===== src/rtl/wb_master_pkg.sv =====
// Shared types, constants and the test-pattern function for the Wishbone
// burst master and its read-data checker.
package wb_master_pkg;

    typedef enum logic {
        IDLE = 1'b0,
        BUS  = 1'b1
    } state_t;

    // Wishbone cycle type identifiers
    localparam logic [2:0] CTI_CLASSIC = 3'b000;
    localparam logic [2:0] CTI_INCR    = 3'b010;
    localparam logic [2:0] CTI_END     = 3'b111;

    // Byte-address step between consecutive 32-bit beats
    localparam int unsigned BYTE_INC = 4;

    // Width the pattern is defined for
    localparam int PAT_W = 32;

    // Data pattern carried by beat address A: P(A) = A ^ seed
    function automatic logic [PAT_W-1:0] pattern(input logic [PAT_W-1:0] addr,
                                                 input logic [PAT_W-1:0] seed);
        return addr ^ seed;
    endfunction

endpackage


===== src/rtl/wb_err_checker.sv =====
// Read-data checker: compares each acknowledged read beat with the expected
// pattern, keeps a saturating mismatch count and the first failing address.
// A clear arriving together with a mismatch is applied before the mismatch.
module wb_err_checker
    import wb_master_pkg::*;
#(
    parameter int dw = 32,
    parameter int aw = 32
) (
    input  logic          sys_clk,
    input  logic          RESETN,
    input  logic          err_clr,
    input  logic          chk_en,
    input  logic [dw-1:0] rd_data,
    input  logic [aw-1:0] beat_addr,
    input  logic [dw-1:0] seed,
    output logic [15:0]   err_cnt,
    output logic [aw-1:0] first_err_addr
);

    logic [15:0]   cnt_reg,   cnt_next;
    logic [aw-1:0] first_reg, first_next;
    logic [dw-1:0] exp_data;
    logic          mismatch;

    assign exp_data = dw'(pattern(PAT_W'(beat_addr), PAT_W'(seed)));
    assign mismatch = chk_en && (rd_data != exp_data);

    // Clear first, then fold in this cycle's mismatch (capture before increment)
    always_comb begin
        cnt_next   = err_clr ? 16'h0000 : cnt_reg;
        first_next = err_clr ? '0 : first_reg;
        if (mismatch) begin
            if (cnt_next == 16'h0000) begin
                first_next = beat_addr;
            end
            if (cnt_next != 16'hFFFF) begin
                cnt_next = cnt_next + 16'd1;
            end
        end
    end

    // Error status registers
    always_ff @(posedge sys_clk or negedge RESETN) begin
        if (!RESETN) begin
            cnt_reg   <= 16'h0000;
            first_reg <= '0;
        end else begin
            cnt_reg   <= cnt_next;
            first_reg <= first_next;
        end
    end

    assign err_cnt        = cnt_reg;
    assign first_err_addr = first_reg;

endmodule


===== src/rtl/wb_burst_master.sv =====
// Wishbone incrementing-burst initiator used as traffic generator and
// self-checker in front of the SDRAM controller. One command at a time:
// writes the address-derived pattern, or reads it back and counts mismatches.
module wb_burst_master
    import wb_master_pkg::*;
#(
    parameter int dw      = 32,
    parameter int aw      = 32,
    parameter int TIMEOUT = 1024
) (
    input  logic            sys_clk,
    input  logic            RESETN,
    input  logic            cmd_valid,
    output logic            cmd_ready,
    input  logic            cmd_we,
    input  logic [aw-1:0]   cmd_addr,
    input  logic [7:0]      cmd_len,
    input  logic [dw-1:0]   cmd_seed,
    output logic            done,
    output logic            timeout_err,
    output logic [15:0]     err_cnt,
    output logic [aw-1:0]   first_err_addr,
    input  logic            err_clr,
    output logic            wb_cyc_o,
    output logic            wb_stb_o,
    output logic            wb_we_o,
    output logic [aw-1:0]   wb_addr_o,
    output logic [dw-1:0]   wb_dat_o,
    output logic [dw/8-1:0] wb_sel_o,
    output logic [2:0]      wb_cti_o,
    input  logic            wb_ack_i,
    input  logic [dw-1:0]   wb_dat_i
);

    localparam int TW = $clog2(TIMEOUT + 1);

    state_t        state_reg, state_next;
    logic          ready_reg, ready_next;
    logic          cyc_reg,   cyc_next;
    logic          stb_reg,   stb_next;
    logic          we_reg,    we_next;
    logic [aw-1:0] addr_reg,  addr_next;
    logic [dw-1:0] dat_reg,   dat_next;
    logic [2:0]    cti_reg,   cti_next;
    logic          done_reg,  done_next;
    logic          terr_reg,  terr_next;
    logic [7:0]    beats_reg, beats_next;
    logic [dw-1:0] seed_reg,  seed_next;
    logic [TW-1:0] tmo_reg,   tmo_next;
    logic          chk_en;

    logic [aw-1:0] start_addr;
    logic [aw-1:0] step_addr;

    // Low address bits are dropped so every beat is word aligned
    assign start_addr = cmd_addr & ~aw'(3);
    assign step_addr  = addr_reg + aw'(BYTE_INC);

    // Next-state and next-output logic for the IDLE/BUS controller
    always_comb begin
        state_next = state_reg;
        cyc_next   = cyc_reg;
        stb_next   = stb_reg;
        we_next    = we_reg;
        addr_next  = addr_reg;
        dat_next   = dat_reg;
        cti_next   = cti_reg;
        done_next  = 1'b0;
        terr_next  = err_clr ? 1'b0 : terr_reg;
        beats_next = beats_reg;
        seed_next  = seed_reg;
        tmo_next   = tmo_reg;
        chk_en     = 1'b0;

        case (state_reg)
            IDLE: begin
                if (cmd_valid && ready_reg) begin
                    state_next = BUS;
                    cyc_next   = 1'b1;
                    stb_next   = 1'b1;
                    we_next    = cmd_we;
                    addr_next  = start_addr;
                    dat_next   = dw'(pattern(PAT_W'(start_addr), PAT_W'(cmd_seed)));
                    cti_next   = (cmd_len == 8'd0) ? CTI_CLASSIC : CTI_INCR;
                    beats_next = cmd_len;
                    seed_next  = cmd_seed;
                    tmo_next   = '0;
                end
            end
            BUS: begin
                if (stb_reg && wb_ack_i) begin
                    chk_en   = !we_reg;
                    tmo_next = '0;
                    if (beats_reg != 8'd0) begin
                        addr_next  = step_addr;
                        dat_next   = dw'(pattern(PAT_W'(step_addr), PAT_W'(seed_reg)));
                        beats_next = beats_reg - 8'd1;
                        cti_next   = (beats_reg == 8'd1) ? CTI_END : CTI_INCR;
                    end else begin
                        state_next = IDLE;
                        cyc_next   = 1'b0;
                        stb_next   = 1'b0;
                        we_next    = 1'b0;
                        cti_next   = CTI_CLASSIC;
                        done_next  = 1'b1;
                    end
                end else if (stb_reg) begin
                    // stb has been high TIMEOUT cycles without an ack: abort
                    if (tmo_reg == TW'(TIMEOUT - 1)) begin
                        state_next = IDLE;
                        cyc_next   = 1'b0;
                        stb_next   = 1'b0;
                        we_next    = 1'b0;
                        cti_next   = CTI_CLASSIC;
                        done_next  = 1'b1;
                        terr_next  = 1'b1;
                    end else begin
                        tmo_next = tmo_reg + TW'(1);
                    end
                end
            end
            default: begin
                state_next = IDLE;
            end
        endcase

        ready_next = (state_next == IDLE);
    end

    // State and registered outputs
    always_ff @(posedge sys_clk or negedge RESETN) begin
        if (!RESETN) begin
            state_reg <= IDLE;
            ready_reg <= 1'b1;
            cyc_reg   <= 1'b0;
            stb_reg   <= 1'b0;
            we_reg    <= 1'b0;
            addr_reg  <= '0;
            dat_reg   <= '0;
            cti_reg   <= CTI_CLASSIC;
            done_reg  <= 1'b0;
            terr_reg  <= 1'b0;
            beats_reg <= 8'd0;
            seed_reg  <= '0;
            tmo_reg   <= '0;
        end else begin
            state_reg <= state_next;
            ready_reg <= ready_next;
            cyc_reg   <= cyc_next;
            stb_reg   <= stb_next;
            we_reg    <= we_next;
            addr_reg  <= addr_next;
            dat_reg   <= dat_next;
            cti_reg   <= cti_next;
            done_reg  <= done_next;
            terr_reg  <= terr_next;
            beats_reg <= beats_next;
            seed_reg  <= seed_next;
            tmo_reg   <= tmo_next;
        end
    end

    // Every byte lane is enabled whenever a beat is offered
    genvar gi;
    generate
        for (gi = 0; gi < dw / 8; gi++) begin : g_sel
            assign wb_sel_o[gi] = stb_reg;
        end
    endgenerate

    wb_err_checker #(
        .dw(dw),
        .aw(aw)
    ) u_err_checker (
        .sys_clk        (sys_clk),
        .RESETN         (RESETN),
        .err_clr        (err_clr),
        .chk_en         (chk_en),
        .rd_data        (wb_dat_i),
        .beat_addr      (addr_reg),
        .seed           (seed_reg),
        .err_cnt        (err_cnt),
        .first_err_addr (first_err_addr)
    );

    assign cmd_ready   = ready_reg;
    assign done        = done_reg;
    assign timeout_err = terr_reg;
    assign wb_cyc_o    = cyc_reg;
    assign wb_stb_o    = stb_reg;
    assign wb_we_o     = we_reg;
    assign wb_addr_o   = addr_reg;
    assign wb_dat_o    = dat_reg;
    assign wb_cti_o    = cti_reg;

endmodule


===== config.mk =====
export PLATFORM = sky130hd
export DESIGN_NAME = wb_burst_master
export DESIGN_NICKNAME = d
export VERILOG_FILES = /design/src/rtl/wb_master_pkg.sv /design/src/rtl/wb_err_checker.sv /design/src/rtl/wb_burst_master.sv
export SDC_FILE = /design/constraint.sdc
export NUM_CORES = 1
export LEC_CHECK = 0
export ABC_AREA = 1
export ABC_CLOCK_PERIOD_IN_PS = 1850
export BUFFER_PORTS_ARGS = -buffer_cell sky130_fd_sc_hd__clkbuf_2
export CELL_PAD_IN_SITES_DETAIL_PLACEMENT = 2
export CELL_PAD_IN_SITES_GLOBAL_PLACEMENT = 2
export CORE_MARGIN = 3
export CORE_UTILIZATION = 27
export DETAILED_ROUTE_END_ITERATION = 8
export PLACE_DENSITY = 0.8
export SLEW_MARGIN = 40
export SYNTH_ARGS = -nofsm -noshare
export SYNTH_HDL_FRONTEND = slang
export SYNTH_SLANG_ARGS = --single-unit

===== constraint.sdc =====
create_clock -name sys_clk -period 1.85 [get_ports sys_clk]
set_input_delay 0.0925 -clock sys_clk [delete_from_list [all_inputs] [get_ports sys_clk]]
set_output_delay 0.0925 -clock sys_clk [all_outputs]
set_load 0.005 [all_outputs]

==> results, run 1 <==
- After detailed routing, the total wire length is 85700 microns.
- In the detailed route, the total length drawn on met2 is 42400 microns.
- The minimum clock period is 2290 ps.
- The worst IR drop on VDD is 1050 uV.
- The initial antenna violation count is 4.
- The flow ran to the end, but the final reports show violations.
- The final-layout fill cell count is 4453.
- Across every metal layer, demand over resource in global routing totals 30.5%.
- The library cell used as clock root buffer is clkbuf_16.
- The vertical extent of the die is 210 microns.
- On the final layout, the worst hold slack is 26.5 ps.
- The first global-routing pass estimated 102000 microns of wire.
- The fraction of synthesis flops using an asynchronous set or reset pin is 100%.
- For this run, the detailed router's first-pass iteration total came to 5.
- The count of pins on the block boundary is 235.
- For this configuration, the core starts out at a cell density of 27.7%.
- The largest net degree at the start of global routing is 65.
- The overall overflow remaining after global route is 0.
- The final hold violation count is 0.
- The number of cells traversed by the worst register-to-register path is 10.
- The number of vias in the routed layout is 15268.
- After synthesis the netlist holds a flip-flop and latch count of 170.
- The terminus of the critical flop-to-flop path is wb_dat_o[11]$_DFFE_PN0P_.
- The checks that failed: setup timing.
- The classification of the worst setup path is flop to flop.
- Counting the buffers created by CTS gives 17.
- After detailed routing, the number of remaining DRC violations is 0.
- The kind of path behind the tightest hold check is primary input to flop.
- The number of vias per cell after detailed routing is 5.59.
- The critical path capture point type is a flop.
- Measured against its own limit, the worst slew margin works out to 45.5%.
- After detailed routing, the average wire length per cell comes to 31.4 microns.
- The highest layer touched by signal routing is met5.
- For this run, the leading register cell type out of synthesis is dfrtp_1.
- In this run, the number of DRC markers left after iteration 0 of detailed routing was 1243.
- The worst path required time is 2210 ps.
- The net count of the finished layout is 2310.
- In the synthesized netlist, the number of instances is 1667.
- The TritonCTS clock tree is done.
- In the layout the commonest cells are nand2_1 (383), clkbuf_2 (229), buf_4 (196), inv_1 (164), dfrtp_1 (147).
- Counting instances, the worst hold path has a depth of 3.
- The placeable core region is 0.0404 sq mm.
- Across the routed clock network, the largest skew measured is 26.4 ps.
- The wire length on met1 is 31800 microns.
- The measured slew at the worst slew-check pin is 817 ps.
- The most common cell after layout, fill and taps aside is nand2_1.
- The fmax is 0.436 GHz.
- The remaining antenna violation count is 0.
- The final worst-path cycle share is 124%.
- The pre-CTS setup slack is -294 ps.
- The max-slew violation count is 0.
- In this run the worst path has a maximum fanout of 5.
- The ratio of cells with drive above 1 in the final layout is 45.4%.
- The worst register-to-register path begins at wb_addr_o[6]$_DFFE_PN0P_.
- The floorplan has 73 rows.
- The leakage power is 9.42 nW.
- Setup repair after global routing could not meet its margin everywhere.
- The post-synthesis cell area is 0.0112 sq mm.
- The H-tree depth is 4.
- The maximum clock insertion buffer count is 2.
- The arrival time of data at the critical path endpoint is 2660 ps.
- Yosys mapped the design onto 44 distinct sky130hd cell types.
- Setup slack on the critical path of the routed design comes to -442 ps.
- The average cell area after synthesis is 6.72 sq um.
- For this design the ratio of total power to cell area is 1320 mW/mm^2.
- For hold timing, the worst endpoint is wb_addr_o[27]$_DFFE_PN0P_.
- The yosys synthesis warning count is 0.
- Across the run, the number of max-cap violations was 0.
- The origin of the worst min-delay path is cmd_addr[27].
- Setup slack on the worst reg-to-reg path comes out at -440 ps.
- The via count of the first global-routing pass is 16222.
- STA classifies the critical path startpoint as a flop.
- The number of sinks on the clock net is 170.
- Measured along the x axis, the die boundary spans 210 microns.
- The number of enable-type register cells in the synthesized netlist is 0.
- The HPWL after detailed placement is 40500 microns.
- The share of the Yosys chip area taken by registers is 38.0%.
- Setup violations remaining at the end of the flow were counted as 138.
- The sum of met3 wire segment lengths after detailed routing is 5540 microns.
- The global placement routability congestion is 0.900.
- The count of port buffers added during placement is 230.
- The clock transition at the registers of the reported paths is 90 ps.
- The clock insertion delay at the later pin of the skew report is 500 ps.
- The die covers 0.0440 sq mm.
- The area growth from synthesis to layout is 68.8%.
per-layer routing:
layer	global-route usage, %	vias up
li1	-	6328
met1	34.4	7822
met2	54.8	757
met3	6.89	357
met4	13.9	4
met5	0	-
Yosys cell counts (4+ instances only):
cell	instances	area (sq um)
a21oi_1	68	340
a22oi_1	5	37.5
nand2_1	537	2020
buf_6	7	78.8
o21ai_1	12	60.1
clkbuf_1	29	109
nor2_1	142	533
buf_2	27	135
nand4_1	28	175
xor2_1	48	420
a31oi_1	6	37.5
inv_1	200	751
xnor2_1	22	193
o211ai_1	14	105
o21ai_0	115	576
nor2_2	10	62.6
ha_1	6	75.1
inv_2	8	30.0
dfrtp_1	169	4230
nor3_1	16	80.1
nand3b_1	9	67.6
buf_4	12	90.1
or2_2	4	25.0
nand3_1	136	681
o22ai_1	6	37.5
buf_1	6	22.5
cell families after synthesis:
family / after synthesis / synth area share [%]
DFF: 170 / 38.0
muxes: 3 / 0.302
AOI/OAI and AO/OA: 231 / 11.1
buffers and inverters: 290 / 10.9
xor gates and xnor gates: 71 / 5.62
adders and majority gates: 6 / 0.670
and+or+nand+nor: 895 / 33.4
other: 1 / 0.0335
final cells by class:
cell class	count	area (sq um)	share of cell area (%)
clock buffers	21	460	2.44
diodes	1	2.50	0.0132
multi-input cells	1208	7550	39.9
flip-flops and latches	170	4280	22.7
repair buffers	587	4930	26.1
inverters	209	802	4.24
well taps	525	657	3.47
clock inverters	11	219	1.16
repair inverters	1	8.76	0.0463
where the power goes:
part / switching, mW / internal, mW
clock: 1.97 / 2.62
combinational: 8.62 / 5.39
sequential: 1.47 / 4.80
timing repair:
| item | in CTS | in global routing |
|---|---|---|
| pin swaps | 77 | 160 |
| cloned | 13 | 10 |
| setup buffers | 43 | 72 |
| gates resized for setup | 190 | 475 |
| setup endpoints to repair | 118 | 138 |
| endpoints found under the hold margin | 141 | 2 |
| hold buffers | 58 | 2 |
how the worst max path moves through the flow:
| stage | cells past startpoint | slack (ps) | end | from |
|---|---|---|---|---|
| after floorplan | 11 | 90 | wb_dat_o[16]$_DFFE_PN0P_ | beats_reg[0]$_DFFE_PN0P_ |
| after global placement | 14 | -170 | u_err_checker.first_err_addr[28]$_DFF_PN0_ | wb_addr_o[7]$_DFFE_PN0P_ |
| after detailed placement | 14 | -290 | u_err_checker.first_err_addr[15]$_DFF_PN0_ | wb_addr_o[7]$_DFFE_PN0P_ |
| after CTS | 14 | -110 | u_err_checker.first_err_addr[18]$_DFF_PN0_ | wb_addr_o[22]$_DFFE_PN0P_ |
| after global routing | 10 | -550 | wb_dat_o[11]$_DFFE_PN0P_ | wb_addr_o[6]$_DFFE_PN0P_ |
| final | 10 | -440 | wb_dat_o[11]$_DFFE_PN0P_ | wb_addr_o[6]$_DFFE_PN0P_ |
worst max-delay path: stages (launching register included):
cell and delay (ps):
dfrtp_2 470, buf_6 140, nand2_4 70, nor2_4 130
nand4_1 260, nor2_2 300, buf_4 180, xor2_2 220
nand2_1 150, o211ai_1 140, nand2_1 100
stage by stage:
stage          cell area (sq um)  utilization [%]  TNS (ps)  total power, mW  std cells
6_report                   18900             46.8    -34060             24.9       2733
5_1_grt                    18900             46.8    -38100             25.6       2732
4_1_cts                    16600             41.1     -5500             19.9       2656
3_5_place_dp               14000             34.8    -16970             14.2       2511
3_3_place_gp               14000             34.8     -7200             13.7       2511
2_1_floorplan              11200                -         0             9.63       1668
Note: power is estimated with default switching activity, not from simulation.
==> run 2: changes to the inputs <==
- ABC_CLOCK_PERIOD_IN_PS: 1850 -> 2800
- CORE_UTILIZATION: 27 -> 32
- PLACE_DENSITY: 0.8 -> 0.88
- clock period: 1.85 -> 2.8 ns (I/O delays scaled with it)
==> results, run 2 (same netlist as run 1, synthesis figures left out) <==
- The run finished with clean final reports.
- The vertical extent of the die is 193 microns.
- The placeable core region is 0.0340 sq mm.
- Setup repair after global routing left no endpoint under its margin.
- In this run, post-CTS repair resized a total of 0 instances.
- The worst-case headroom to the max-slew limit is 43.6%.
- The worst path needs 2520 ps of the cycle, external delays included.
- The ratio of cells with drive above 1 in the final layout is 16.7%.
- The area growth from synthesis to layout is 23.0%.
- Of the available clock period, the critical path in the final layout requires 89.9%.
- Detailed placement finished with a half-perimeter wire length of 36500 microns.
- The critical path capture point type is a flop.
- The max-slew violation count was 0.
- Total power for the finished layout comes to 11.2 mW.
- In this run the remaining antenna-violating nets after routing total 0.
- Setup violations remaining at the end of the flow were counted as 0.
- In the final timing run, aggregate negative setup slack is 0 ps.
- The initial core utilization is 32.9%.
- The clock transition at the registers of the reported paths is 80 ps.
- The fmax is 0.397 GHz.
- Counting the buffers created by CTS gives 17.
- The setup skew after layout is 14.7 ps.
- Global routing used 28.9% of the available tracks.
- The wire length of the first global-routing pass is 82600 microns.
- The first detailed-routing pass ran for 5 iterations.
- After detailed routing, the number of vias per cell comes to 5.33.
- The count of pins on the block boundary is 235.
- The worst path required time is 3120 ps.
- At the worst endpoint, the arrival time is 2840 ps.
- The via count of the first global-routing pass is 14236.
- The top cell types in the final layout, fill and taps aside, are nand2_1 (536), clkbuf_2 (229), inv_1 (200), dfrtp_1 (168), nor2_1 (142).
- The worst IR drop on VDD is 526 uV.
- The final routed wire length divided by cell count is 22.7 microns.
- In this run the deepest clock path goes through 2 buffers.
- In this run the static leakage power is 7.27 nW.
- The initial antenna violation count is 5.
- The area enclosed by the die boundary is 0.0373 sq mm.
- The final-layout fill cell count is 4119.
- After detailed routing, the number of remaining DRC violations is 0.
- The TritonCTS clock tree is done.
- The number of vias in the routed layout is 12601.
- For the worst-skew pair, the clock arrives at the later sink with an insertion delay of 470 ps.
- Max-cap violations in this run came to 0.
- STA classifies the critical path startpoint as a flop.
- The routed design has 53600 microns of wire.
- The kind of path behind the tightest hold check is primary input to flop.
- The count of port buffers added during placement is 230.
- The buffers inserted during post-CTS setup optimization is 0.
- Entering global routing, the biggest net connects 70 pins.
- The classification of the worst setup path is flop to flop.
- The highest net fanout along the worst path is 8.
- The congestion estimate from routability-driven global placement came to 0.850.
- Row generation in the floorplan step produced 67 rows.
- The net count of the finished layout is 2015.
- In this run, post-CTS hold repair placed 44 buffers.
- The measured slew at the worst slew-check pin is 845 ps.
- For this run the aggregate overflow at the end of global routing stands at 0.
- Clock tree synthesis selected as its root buffer the cell clkbuf_16.
- The final hold violation count was 0.
- The library cell used most frequently in the layout, excluding fill and tap cells, is nand2_1.
- For this design, the sink count on the clock tree is 170.
- The power density normalized to cell area is 816 mW/mm^2.
- CTS built an H-tree with a depth of 4.
- Measured along the x axis, the die boundary spans 193 microns.
- In this run, the number of DRC markers left after iteration 0 of detailed routing was 641.
[run 2: area by class of cell]
type,count,area (sq um),area share [%]
Tap cell,448,561,4.07
Clock inverter,15,166,1.21
Inverter,209,787,5.71
Multi-Input combinational cell,1208,5740,41.7
Clock buffer,17,425,3.09
Sequential cell,170,4260,30.9
Timing Repair Buffer,293,1830,13.3
Antenna cell,4,10.0,0.0727
[run 2: critical path: stages (launching register included)]
cell     delay (ps)
dfrtp_1         530
nand3_1         280
nor2_2          380
and3_1          450
nand2_1         240
xnor2_1         200
nand2_1          70
nand2_1         110
nand2_1         120
[run 2: stage by stage]
stage / instances / utilization, % / hold WS [ps] / setup WS (ps) / instance area (sq um)
floorplan: 1668 / - / -156 / 949 / 11200
global placement: 2284 / 37.4 / 137 / 569 / 12700
detailed placement: 2284 / 37.4 / 140 / 448 / 12700
CTS: 2360 / 40.4 / 14.3 / 349 / 13800
global route: 2363 / 40.5 / 53.1 / 98.0 / 13800
finish: 2364 / 40.5 / 41.2 / 284 / 13800
[run 2: routing by layer]
metal | wire, microns | up-vias | GRT usage, % | share of wire (%)
met3 | 2650 | 138 | 5.97 | 4.9
met5 | 40 | - | 0 | 0.075
met1 | 21500 | 6379 | 34.1 | 40
met4 | 2640 | 4 | 13.9 | 4.9
li1 | - | 5736 | - | -
met2 | 26800 | 344 | 50.2 | 50
[run 2: report_power, final]
part           leakage (nW)  internal, mW  switching, mW
clock network         0.281          1.33           1.26
logic                  4.85          1.56           3.06
registers              2.14          3.14          0.887
[run 2: worst paths after layout]
check	startpoint	end	slack, ps	cells after the start
max in group asynchronous	RESETN	wb_dat_o[28]$_DFFE_PN0P_	1750	3
min in group asynchronous	RESETN	u_err_checker.err_cnt[14]$_DFF_PN0_	180	2
setup / recovery	wb_addr_o[4]$_DFFE_PN0P_	wb_dat_o[23]$_DFFE_PN0P_	280	8
hold reg to reg	wb_dat_o[12]$_DFFE_PN0P_	wb_dat_o[12]$_DFFE_PN0P_	490	2
setup reg to reg	wb_addr_o[4]$_DFFE_PN0P_	wb_dat_o[23]$_DFFE_PN0P_	280	8
hold / removal	cmd_len[0]	beats_reg[0]$_DFFE_PN0P_	40	5
